`src/rtl/connect_four_judge.sv`:
```
// Connect-Four win/draw judge: shadows the board, scans four line directions through each new piece.
// Result 25 edges after acceptance (WIN_LEN=4); moves arriving while busy are rejected with move_err.
module connect_four_judge #(
    parameter int ROWS    = 6,
    parameter int COLS    = 7,
    parameter int WIN_LEN = 4
) (
    input  logic       clk,
    input  logic       rst,
    input  logic       clear,
    input  logic       move_valid,
    input  logic [2:0] move_row,
    input  logic [2:0] move_col,
    input  logic [1:0] move_player,
    output logic       busy,
    output logic       result_valid,
    output logic [1:0] winner,
    output logic       game_over,
    output logic       move_err
);

    typedef enum logic [1:0] {IDLE = 2'd0, SCAN = 2'd1, DONE = 2'd2} state_t;

    localparam logic [2:0]        ROWS_U    = 3'(ROWS);
    localparam logic [2:0]        COLS_U    = 3'(COLS);
    localparam logic signed [5:0] ROWS_S    = 6'(ROWS);
    localparam logic signed [5:0] COLS_S    = 6'(COLS);
    localparam logic [1:0]        LAST_STEP = 2'(WIN_LEN - 1);
    localparam logic [3:0]        WIN_LEN_U = 4'(WIN_LEN);
    localparam logic [5:0]        CELLS     = 6'(ROWS * COLS);

    state_t                 state_q, state_d;
    logic [7:0][7:0][1:0]   board_q, board_d;
    logic [5:0]             cnt_q, cnt_d;
    logic [2:0]             org_row_q, org_row_d, org_col_q, org_col_d;
    logic [1:0]             player_q, player_d;
    logic [1:0]             dir_q, dir_d;
    logic                   half_q, half_d;
    logic [1:0]             step_q, step_d;
    logic [2:0]             tally_q, tally_d;
    logic                   run_q, run_d, win_q, win_d;
    logic                   busy_q, busy_d, result_valid_q, result_valid_d;
    logic [1:0]             winner_q, winner_d;
    logic                   game_over_q, game_over_d, move_err_q, move_err_d;

    logic signed [5:0]      dr, dc, cr, cc;
    logic                   in_bounds, hit, move_ok;
    logic [2:0]             tally_n;

    // Address of the cell under examination: origin + step * direction (negated on the second half).
    always_comb begin
        dr = (dir_q == 2'd0) ? 6'sd0 : 6'sd1;
        case (dir_q)
            2'd0:    dc = 6'sd1;
            2'd1:    dc = 6'sd0;
            2'd2:    dc = 6'sd1;
            default: dc = -6'sd1;
        endcase
        if (half_q) begin
            dr = -dr;
            dc = -dc;
        end
        cr = $signed({3'b000, org_row_q}) + dr * $signed({4'b0000, step_q});
        cc = $signed({3'b000, org_col_q}) + dc * $signed({4'b0000, step_q});
        in_bounds = (cr >= 6'sd1) && (cr <= ROWS_S) && (cc >= 6'sd1) && (cc <= COLS_S);
        hit = run_q && in_bounds && (board_q[cr[2:0]][cc[2:0]] == player_q);
        tally_n = tally_q + {2'b00, hit};
    end

    always_comb begin
        state_d        = state_q;
        board_d        = board_q;
        cnt_d          = cnt_q;
        org_row_d      = org_row_q;
        org_col_d      = org_col_q;
        player_d       = player_q;
        dir_d          = dir_q;
        half_d         = half_q;
        step_d         = step_q;
        tally_d        = tally_q;
        run_d          = run_q;
        win_d          = win_q;
        busy_d         = busy_q;
        result_valid_d = 1'b0;
        winner_d       = winner_q;
        game_over_d    = game_over_q;
        move_err_d     = 1'b0;

        move_ok = !game_over_q
               && (move_row != 3'd0) && (move_row <= ROWS_U)
               && (move_col != 3'd0) && (move_col <= COLS_U)
               && ((move_player == 2'b01) || (move_player == 2'b10))
               && (board_q[move_row][move_col] == 2'b00);

        if (clear) begin
            board_d     = '0;
            cnt_d       = '0;
            winner_d    = 2'b00;
            game_over_d = 1'b0;
            busy_d      = 1'b0;
            state_d     = IDLE;
        end else begin
            if (move_valid && !((state_q == IDLE) && move_ok))
                move_err_d = 1'b1;
            case (state_q)
                IDLE: begin
                    if (move_valid && move_ok) begin
                        board_d[move_row][move_col] = move_player;
                        cnt_d     = cnt_q + 6'd1;
                        org_row_d = move_row;
                        org_col_d = move_col;
                        player_d  = move_player;
                        dir_d     = 2'd0;
                        half_d    = 1'b0;
                        step_d    = 2'd1;
                        tally_d   = 3'd0;
                        run_d     = 1'b1;
                        win_d     = 1'b0;
                        busy_d    = 1'b1;
                        state_d   = SCAN;
                    end
                end
                SCAN: begin
                    if (step_q != LAST_STEP) begin
                        step_d  = step_q + 2'd1;
                        tally_d = tally_n;
                        run_d   = hit;
                    end else if (!half_q) begin
                        half_d  = 1'b1;
                        step_d  = 2'd1;
                        tally_d = tally_n;
                        run_d   = 1'b1;
                    end else begin
                        // End of a direction: judge it, then start the next one afresh.
                        if (({1'b0, tally_n} + 4'd1) >= WIN_LEN_U)
                            win_d = 1'b1;
                        half_d  = 1'b0;
                        step_d  = 2'd1;
                        tally_d = 3'd0;
                        run_d   = 1'b1;
                        dir_d   = dir_q + 2'd1;
                        if (dir_q == 2'd3)
                            state_d = DONE;
                    end
                end
                DONE: begin
                    result_valid_d = 1'b1;
                    busy_d         = 1'b0;
                    if (win_q) begin
                        winner_d    = player_q;
                        game_over_d = 1'b1;
                    end else if (cnt_q == CELLS) begin
                        winner_d    = 2'b11;
                        game_over_d = 1'b1;
                    end else begin
                        winner_d    = 2'b00;
                    end
                    state_d = IDLE;
                end
                default: state_d = IDLE;
            endcase
        end
    end

    always_ff @(posedge clk or posedge rst) begin
        if (rst) begin
            state_q        <= IDLE;
            board_q        <= '0;
            cnt_q          <= '0;
            org_row_q      <= '0;
            org_col_q      <= '0;
            player_q       <= '0;
            dir_q          <= '0;
            half_q         <= 1'b0;
            step_q         <= 2'd1;
            tally_q        <= '0;
            run_q          <= 1'b0;
            win_q          <= 1'b0;
            busy_q         <= 1'b0;
            result_valid_q <= 1'b0;
            winner_q       <= 2'b00;
            game_over_q    <= 1'b0;
            move_err_q     <= 1'b0;
        end else begin
            state_q        <= state_d;
            board_q        <= board_d;
            cnt_q          <= cnt_d;
            org_row_q      <= org_row_d;
            org_col_q      <= org_col_d;
            player_q       <= player_d;
            dir_q          <= dir_d;
            half_q         <= half_d;
            step_q         <= step_d;
            tally_q        <= tally_d;
            run_q          <= run_d;
            win_q          <= win_d;
            busy_q         <= busy_d;
            result_valid_q <= result_valid_d;
            winner_q       <= winner_d;
            game_over_q    <= game_over_d;
            move_err_q     <= move_err_d;
        end
    end

    assign busy         = busy_q;
    assign result_valid = result_valid_q;
    assign winner       = winner_q;
    assign game_over    = game_over_q;
    assign move_err     = move_err_q;

endmodule

```
`config.mk`:
```
export PLATFORM = sky130hd
export DESIGN_NAME = connect_four_judge
export DESIGN_NICKNAME = d
export VERILOG_FILES = /design/src/rtl/connect_four_judge.sv
export SDC_FILE = /design/constraint.sdc
export NUM_CORES = 1
export LEC_CHECK = 0
export BUFFER_PORTS_ARGS = -buffer_cell sky130_fd_sc_hd__buf_2
export CORE_MARGIN = 3
export CORE_UTILIZATION = 42
export DETAILED_ROUTE_END_ITERATION = 10
export GPL_TIMING_DRIVEN = 0
export PLACE_DENSITY = 0.56
export SLEW_MARGIN = 20
export SYNTH_ARGS = -nofsm -noshare
export SYNTH_HDL_FRONTEND = slang
export SYNTH_SLANG_ARGS = --single-unit
export TNS_END_PERCENT = 50
```
`constraint.sdc`:
```
create_clock -name clk -period 7.8 [get_ports clk]
set_clock_uncertainty 0.2 [all_clocks]
set_input_delay 1.56 -clock clk [delete_from_list [all_inputs] [get_ports clk]]
set_output_delay 1.56 -clock clk [all_outputs]
set_load 0.02 [all_outputs]
```
After elaboration in Yosys (flattened, before gate mapping)
Index checks and enable logic that the tools add are counted.
Word-level totals
  bits in latches: 0
  memory bits (read-only): 0
  word-level logic and storage cells: 227
  input bits: 12
  bits in writable memories: 0
  memories kept: 0
  output and inout port bits: 6
  register bits: 160
Operators by class
  add/sub/neg operators: 9
  muxes and demuxes: 64
  shift operators: 0
  divide/modulo/power cells: 0
  $mul: 2
  order comparisons: 13
  reductions and logical operators: 40
  equality and inequality tests: 18
  bitwise logic cells: 1
Operators by type and width (count)
  $mux W128: 3
  $bwmux W128: 1
  $bmux W16 S3: 2
  $demux W16 S3: 1
  $mux W16: 3
  $mux W2: 16
  $mux W6: 5
  $mux W1: 18
  $logic_and A1 B1 Y1: 16
  $lt A3 B4 Y1 const B: 4
  $add A4 B6 Y6: 2
  $bmux W2 S3: 2
  $ge A6 B2 Y1 const B: 2
  $le A6 B4 Y1 const B: 2
  $mul A6 B3 Y6: 2
  $pmux W2 S2: 3
  $pmux W6 S2: 1
  $reduce_bool A3 Y1: 4
  $mux W3: 3
  $ne A3 B3 Y1 const B: 3
  $eq A2 B2 Y1 const B: 4
  $ne A2 B2 Y1 const B: 4
  $pmux W1 S2: 4
  $reduce_and A4 Y1: 2
  other kinds (26): 40

Logic depth before layout (Yosys ltp)
Gate-level depths: netlist of the first run.
  depth in word-level cells: 19
  mapped depth: 23
  mapped depth without buffers: 23

Worst setup path before layout of the first run
OpenSTA, ideal clock, no wires.
  path kind: flip-flop to flip-flop
  start: register dir_q[0]
  end: register win_q
  clock period less this slack: 4.863 ns
  setup slack: 2.937 ns
  arrival: 4.522 ns
  data required time: 7.460 ns
  path buffers: 0
  library setup time: 0.140 ns
  stages on the path, launching flop included: 21
  cell sequence: dfrtp_1 -> inv_1 -> ha_1 -> nor2_1 -> nand2_1 -> inv_1 -> ha_1 -> fa_1 -> fa_1 -> clkinv_1 -> or3_1 -> o211a_1 -> nor4_1 -> a21oi_1 -> xor2_1 -> nor3_1 -> ha_1 -> ha_1 -> xor2_1 -> a2111oi_0 -> a211oi_1
Between the ends
  longest elaborated chain between the ends: 17
  elaborated cells on any way between the ends: 33
  classes of those cells: add/sub (6); mul (2); order compare (5); eq/ne (4); mux (8); reduce/logical (8)
Ends and longest elaborated chain
  start: declaration: RTL line 37  | logic [1:0] dir_q, dir_d;
  start signal: assignment: RTL line 191  | dir_q <= dir_d;
  $eq A2 B2 Y1 / $logic_not A2 Y1 (equally long branches): RTL line 53, 52
  $reduce_or A2 Y1 (no source line) / $mux W1 (equally long branches)
  $pmux W6 S2 / $neg A1 Y6 (equally long branches): RTL line 53, 60
  $neg A6 Y6 / $mux W6 (equally long branches): RTL line 61, 59
  $mux W6 / $mul A6 B3 Y6 (equally long branches): RTL line 59, 63
  $mul A6 B3 Y6 / $add A4 B6 Y6 (equally long branches): RTL line 64, 63
  $add A4 B6 Y6 (tied with other cells): RTL line 64  | cc = $signed({3'b000, org_col_q}) + dc * $signed({4'b0000, step_q});
  $ge A6 B2 Y1 (tied with other cells): RTL line 65  | in_bounds = (cr >= 6'sd1) && (cr <= ROWS_S) && (cc >= 6'sd1) && (cc <= COLS_S);
  $logic_and A1 B1 Y1 / $bmux W2 S3 (equally long branches): RTL line 65, 66
  $logic_and A1 B1 Y1 / $mux W2 (equally long branches): RTL line 65, 66
  $logic_and A1 B1 Y1 / $eq A2 B2 Y1 (equally long branches): RTL line 66  | hit = run_q && in_bounds && (board_q[cr[2:0]][cc[2:0]] == player_q);
  $logic_and A1 B1 Y1 *: RTL line 66
  $add A3 B1 Y3 *: RTL line 67  | tally_n = tally_q + {2'b00, hit};
  $add A3 B1 Y4 *: RTL line 135  | if (({1'b0, tally_n} + 4'd1) >= WIN_LEN_U)
  $ge A4 B3 Y1 *: RTL line 135
  $ne A2 B2 Y1 (no source line) *
  $reduce_and A6 Y1 (no source line) *
  end signal: assignment: RTL line 196  | win_q <= win_d;
  end: declaration: RTL line 41  | logic run_q, run_d, win_q, win_d;
Mark *: on every way between the ends. The rest lies on a longest branch, timed or not. The select of a mux whose other input is x is not followed.
A chain may end at the register's enable or synchronous reset.

Worst setup path after layout of the first run
Ends and elaborated chain as after synthesis.

==> flow_summary.toml, run 1 <==
[die]
die_h_um = 152
core_mm2 = 0.0206
rows = 52
start_util_pct = 43.7
io_pins = 18
die-area_mm2 = 0.0233
dieWidth_um = 152

[cts]
post_cts_buffers = 0
cts_hold_buf = 0
numCtsBuffers = 17
cts.clk_slew.worst_paths_ns = 0.07
cts_tree = "yes"
clk_path_buf_depth = 2
root_buffer = "clkbuf_16"
clock_sinks = 160
clock_latency_ns = 0.45
ctsHtreeMaxLevel = 4
cts_resized = 0

[global_routing]
grt_max_degree = 94
grt_pass1_vias = 7019
grt_remaining_overflow = 0
track_usage_pct = 24.5
grt_pass1_wl_mm = 43.8
antenna_found_initial = 0

[synthesis]
seq_area_frac_synth_pct = 44.4
synth_simple_gate_area_share_pct = 16.1
synth_area_mm2 = 0.00901
synth_top_family_by_area = "simple AND/OR/NAND/NOR gates"
netlist_top_cells_area = "dfrtp_1 44%, mux4_2 8.2%, ha_1 4.6%, nor2_1 3.9%, nor2b_1 3.6%"
postSynthCellCount = 852
synth_compound_area_share_pct = 16.1
synthArstFlopShare_pct = 100
avgSynthCellArea_um2 = 10.6
synth_edf_count = 0
muxShareOfSynthArea_pct = 12.0
syn_nets = 902
synthDistinctLibCells = 79
synthFlopType = "dfrtp_1"
yosys.area.top_type = "dfrtp_1"
yosys_warnings = 0
synth_xor_xnor_area_share_pct = 0.777
synth_top_area_share_pct = 44.1
synth_adder_area_share_pct = 5.69
ys_seq_elements = 160

[critical_path]
crit_type = "flip-flop to flip-flop"
ff2ff_setup_slack_ns = 1.79
cp.required_ns = 7.90
path_max_fanout = 10
start_kind = "flip-flop"
critPathMaxStageDelay_ns = 0.67
worst_path_most_repeated_cell = "ha_1"
crit_chain = "inv_1 -> ha_1 -> nor2_1 -> nand2_1 -> inv_1 -> ha_1 -> ha_1 -> ha_1 -> clkbuf_1 -> clkbuf_1 -> mux4_2 -> mux2i_1 -> nor3_1 -> nor4_1 -> a21oi_1 -> xor2_1 -> nor3_1 -> ha_1 -> ha_1 -> xor2_1 -> a2111oi_0 -> a211oi_1"
slowest_stage = "clkbuf_1"
critical_path.endpoint_type = "flip-flop"
worstPathArrival_ns = 6.11

[timing]
finalSetupTns_ns = 0
finalCriticalPeriod_ns = 6.01
setup_violations = 0
drv_slew = 0
period_share_pct = 77.0
tightest_slew_ns = 1.04
finalHoldViolCount = 0
max_freq_mhz = 167
whs_ns = 0.274
slew-limit-headroom_pct = 30.4
rsz0062_at_grt = "false"

[place]
io_buffers = 11
placed_area_mm2 = 0.00944
dp_hpwl_mm = 20.1
gp_congestion = 0.904

[drt]
num_vias = 7158
wl_per_cell_um = 24.2
drt-initial-drc-count = 695
routed_wl_mm = 28.3
post-route-drc-count = 0
viasPerCell = 6.14
dr.pass1.iters = 5
drtAntennaViolNets = 0

[finish]
area_growth_pct = 11.6
fillers = 1921
final_cell_area_mm2 = 0.0101
diodes = 0
final_util_pct = 48.8
drive_gt1_share_pct = 14.5
nNetsFinal = 933

[pwr]
p_int_uw = 2000
p_per_area_mw_per_mm2 = 347
ir_worst_vdd_mv = 0.164
power.total_uw = 3490
p_sw_uw = 1490
p_comb_share_pct = 47.7
power_frac_clock_pct = 25.7
pwr-share-seq_pct = 26.5
p_leak_uw = 0.00439
switching_share_pct = 42.7

[status]
outcome = "finished, final reports clean"

[job]
maxCapViolCount = 0

[worst_hold_path]
hold_path_class = "flip-flop to flip-flop"
cell usage in the layout, fill, tap and decap left out, drive strengths merged, types with 4 or more instances in the layout:
master   count
and2         5
or3          4
clkbuf      56
o21a         4
o22ai       10
a31oi       43
nand3       18
ha          33
o31ai        8
mux2        11
or2          5
a211oi      12
clkinv       6
and3         4
o2bb2ai     35
mux2i       21
mux4        33
nand3b       4
nor2        95
a22o         5
a21oi       23
or4          5
dfrtp      159
buf         36
a21o         5
inv         39
nand2       39
nor2b       52
o21ai       23
nand2b       9
xnor2        5
nor3        32
fa           5
worst paths after layout:
path,startpoint,end,cells past startpoint
worst max register to register,dir_q[0],win_q,22
worst max-delay path,dir_q[0],win_q,22
max in group asynchronous,rst,board_q[93],3
worst min-delay path,winner[1],winner[1],2
worst min register to register,winner[1],winner[1],2
min in group asynchronous,rst,board_q[58],2
routing by layer:
layer	up-vias	GRT usage [%]	part of all wire, %
met5	-	0	0
met4	0	10.2	3.7
met3	57	4.60	6.7
met2	285	36.1	44
met1	3630	35.8	45
li1	3186	-	-
worst max-delay path: cells and delay by family, from the launching register on:
family	cells	cell delay, ns
xor gates and xnor gates	2	0.25
adders and majority gates	6	1.44
muxes	2	0.66
DFF	1	0.45
AOI/OAI and AO/OA	3	0.69
and+or+nand+nor	5	0.90
buffers and inverters	4	1.29
registers in the layout (all words and copies together) (netlist names):
name and flops:
org_row_q 3, state_q 2, org_col_q 3, half_q 1, player_q 2, step_q 2, run_q 1, win_q 1
cnt_q 6, busy 1, dir_q 2, move_err 1, winner 2, board_q 128, game_over 1, result_valid 1
tally_q 3
power groups by stage:
stage	registers (uW)	logic [uW]	clock network (uW)
after floorplan	932	1160	0
after detailed placement	940	1630	0
after CTS	925	1640	906
final	925	1670	899
after global placement	940	1630	0
after global routing	932	1790	943
stage by stage:
| step | setup WS, ns | instances |
|---|---|---|
| 3_3_place_gp | -0.374 | 1133 |
| 3_5_place_dp | 1.87 | 1134 |
| 2_1_floorplan | 1.72 | 852 |
| 5_1_grt | 1.37 | 1166 |
| 4_1_cts | 1.83 | 1166 |
| 6_report | 1.79 | 1166 |
cell usage after synthesis (12+ instances only):
| cell | number |
|---|---|
| nor2b_1 | 52 |
| a211oi_1 | 12 |
| nor3_1 | 32 |
| a31oi_1 | 43 |
| ha_1 | 33 |
| nand2_1 | 39 |
| o2bb2ai_1 | 26 |
| a21oi_1 | 23 |
| clkbuf_1 | 37 |
| dfrtp_1 | 159 |
| nor2_1 | 94 |
| mux2i_1 | 21 |
| o21ai_0 | 21 |
| inv_1 | 33 |
| mux4_2 | 33 |
| nand3_1 | 18 |
cell type report:
type,count,area [um^2],share of cell area [%]
Sequential cell,160,4010,39.8
Clock buffer,18,439,4.37
Timing Repair Buffer,12,82.6,0.821
Multi-Input combinational cell,594,4560,45.4
Tap cell,270,338,3.36
Buffer,62,309,3.07
Clock inverter,14,180,1.79
Inverter,36,143,1.42
cells by family after synthesis:
kind of cell | Yosys count
mux | 65
flops | 160
compound gates | 197
simple gates | 286
xor+xnor | 8
fa+ha+maj | 38
buf+inv | 98
No activity file was read; power rests on OpenSTA's default activity.
==> run 2, diff against run 1 <==
PLACE_DENSITY = 0.58   (was 0.56)
clock period = 4.9 ns   (was 7.8 ns; I/O delays follow)
==> flow_summary.toml, run 2 (same netlist as run 1, synthesis figures left out) <==
[die]
die_h_um = 152
io_pins = 18
dieWidth_um = 152
start_util_pct = 43.7
core_mm2 = 0.0206
die-area_mm2 = 0.0233
rows = 52

[timing]
finalSetupTns_ns = 0
max_freq_mhz = 210
setup_violations = 0
slew-limit-headroom_pct = 35.4
period_share_pct = 97.2
tightest_slew_ns = 0.969
worst_slack_ns = 0.136
finalCriticalPeriod_ns = 4.76
drv_slew = 0
finalHoldViolCount = 0

[place]
placed_area_mm2 = 0.00951
gp_congestion = 0.897
io_buffers = 11
post-place-ws_ns = -1.07
dp_hpwl_mm = 20.4

[finish]
largest_register_ffs = 128
multi_input_area_mm2 = 0.00482
layout.cells.most_common = "dfrtp_1"
seq_area_mm2 = 0.00401
fillers = 1826
nNetsFinal = 945
final_util_pct = 51.0
area_growth_pct = 16.6
regMostFlops = "board_q"
diodes = 0
final_cell_area_mm2 = 0.0105
drive_gt1_share_pct = 21.0
final_cell_mix = "157 x dfrtp_1, 94 x nor2_1, 52 x nor2b_1, 43 x a31oi_1, 38 x nand2_1"
top_regs = "board_q x128, cnt_q x6"

[drt]
wl_per_cell_um = 24.5
routed_wl_mm = 28.8
num_vias = 7279
drt-initial-drc-count = 943
drtAntennaViolNets = 0
viasPerCell = 6.18
post-route-drc-count = 0
dr.pass1.iters = 5

[global_routing]
grt_pass1_vias = 7027
grt_remaining_overflow = 0
grt_max_degree = 33
antenna_found_initial = 0
track_usage_pct = 24.6
grt_pass1_wl_mm = 43.9

[cts]
numCtsBuffers = 17
cts.clk_slew.worst_paths_ns = 0.08
clock_sinks = 160
clock_latency_ns = 0.44
clk_path_buf_depth = 2
ctsHtreeMaxLevel = 4
cts_tree = "yes"
root_buffer = "clkbuf_16"

[status]
outcome = "finished, final reports clean"

[pwr]
p_int_uw = 3660
pwr-share-seq_pct = 23.4
ir_worst_vdd_mv = 0.362
power_frac_clock_pct = 22.9
switching_share_pct = 42.1
p_leak_uw = 0.00451
p_comb_share_pct = 53.7
p_per_area_mw_per_mm2 = 602
p_sw_uw = 2660

[critical_path]
cpLargestDelayFamily = "buffers and inverters"
path_max_fanout = 10
crit_type = "flip-flop to flip-flop"
path_buf_inv = 3
reg2reg_from = "dir_q[0]"
r2r_end = "win_q"
start_kind = "flip-flop"
r2r_cells = 17
slowest_stage = "buf_1"
worst_path_most_repeated_cell = "ha_4"
critical_path.endpoint_type = "flip-flop"
ff2ff_setup_slack_ns = 0.14
critPathMaxStageDelay_ns = 0.79
cp.required_ns = 5.05
crit_chain = "buf_4 -> ha_4 -> nor2b_1 -> ha_1 -> clkbuf_1 -> buf_1 -> mux2i_1 -> nor3_1 -> nor4_4 -> a21oi_2 -> xor2_1 -> nor3_4 -> ha_2 -> ha_4 -> xor2_4 -> a2111oi_4 -> a211oi_1"
worstPathArrival_ns = 4.91

[worst_hold_path]
hold_path_depth = 2
hp-start = "winner[1]"
hold_path_class = "flip-flop to flip-flop"
whs_endpoint = "winner[1]"

[job]
maxCapViolCount = 0
==> run 2: cell count changes in the layout (fill, tap and decap cells not counted), moves of 4 or more <==
cell and delta:
buf_12 +5, buf_4 +11, clkbuf_1 -5, ha_1 -10
ha_4 +7, inv_1 -4, inv_2 +4, nor3_1 -5
==> run 2: stage by stage <==
step           std cells  total power, uW  hold slack (ns)
3_3_place_gp        1133             4090            0.253
2_1_floorplan        852             3320            0.265
4_1_cts             1180             6000            0.265
6_report            1178             6320            0.258
3_5_place_dp        1138             4120            0.251
5_1_grt             1178             6600            0.296
==> run 2: routing by layer <==
| layer | vias up | wire, um | global-route usage (%) | part of all wire, % |
|---|---|---|---|---|
| met4 | 0 | 1030 | 8.10 | 3.6 |
| met1 | 3628 | 12500 | 35.7 | 43 |
| met3 | 74 | 2280 | 4.06 | 7.9 |
| met2 | 379 | 13000 | 37.9 | 45 |
| li1 | 3198 | - | - | - |
| met5 | - | 0 | 0 | 0 |
==> run 2: repair_timing <==
action | CTS | global route
gates cloned | 0 | 0
buffers inserted | 11 | 0
gates resized for setup | 47 | 25
pin swaps | 18 | 14
hold buffers | 0 | 0
endpoints found under the setup margin | 5 | 1
==> run 2: area by class of cell <==
cell class	count	share of cell area, %
inverters	36	1.37
plain buffers	59	3.11
multi-input cells	594	45.9
well taps	270	3.21
clock buffers	19	4.21
clock inverters	13	1.75
repair buffers	27	2.33
flip-flops and latches	160	38.1
==> run 2: power by group through the flow <==
stage / logic, uW / clock network, uW / registers (uW)
6_report: 3390 / 1450 / 1480
5_1_grt: 3590 / 1510 / 1490
4_1_cts: 3070 / 1460 / 1480
3_5_place_dp: 2620 / 0 / 1500
3_3_place_gp: 2590 / 0 / 1490
2_1_floorplan: 1840 / 0 / 1480
==> run 2: how the worst max path moves through the flow <==
stage / end / from / slack, ns / depth (start not counted)
after floorplan: win_q / dir_q[0] / 0.04 / 20
after global placement: win_q / dir_q[0] / -1.13 / 22
final: win_q / dir_q[0] / 0.14 / 17
after CTS: win_q / dir_q[1] / -0.003 / 21
after global routing: win_q / dir_q[1] / -0.02 / 20
after detailed placement: win_q / dir_q[0] / -1.07 / 22
==> run 2: worst reg2reg max path: stages (launching register included) <==
cell and delay, ns:
dfrtp_2 0.43, buf_4 0.15, ha_4 0.16, nor2b_1 0.13, ha_1 0.13, clkbuf_1 0.52, buf_1 0.79, mux2i_1 0.39
nor3_1 0.13, nor4_4 0.29, a21oi_2 0.12, xor2_1 0.20, nor3_4 0.20, ha_2 0.23, ha_4 0.17, xor2_4 0.17
a2111oi_4 0.04, a211oi_1 0.20
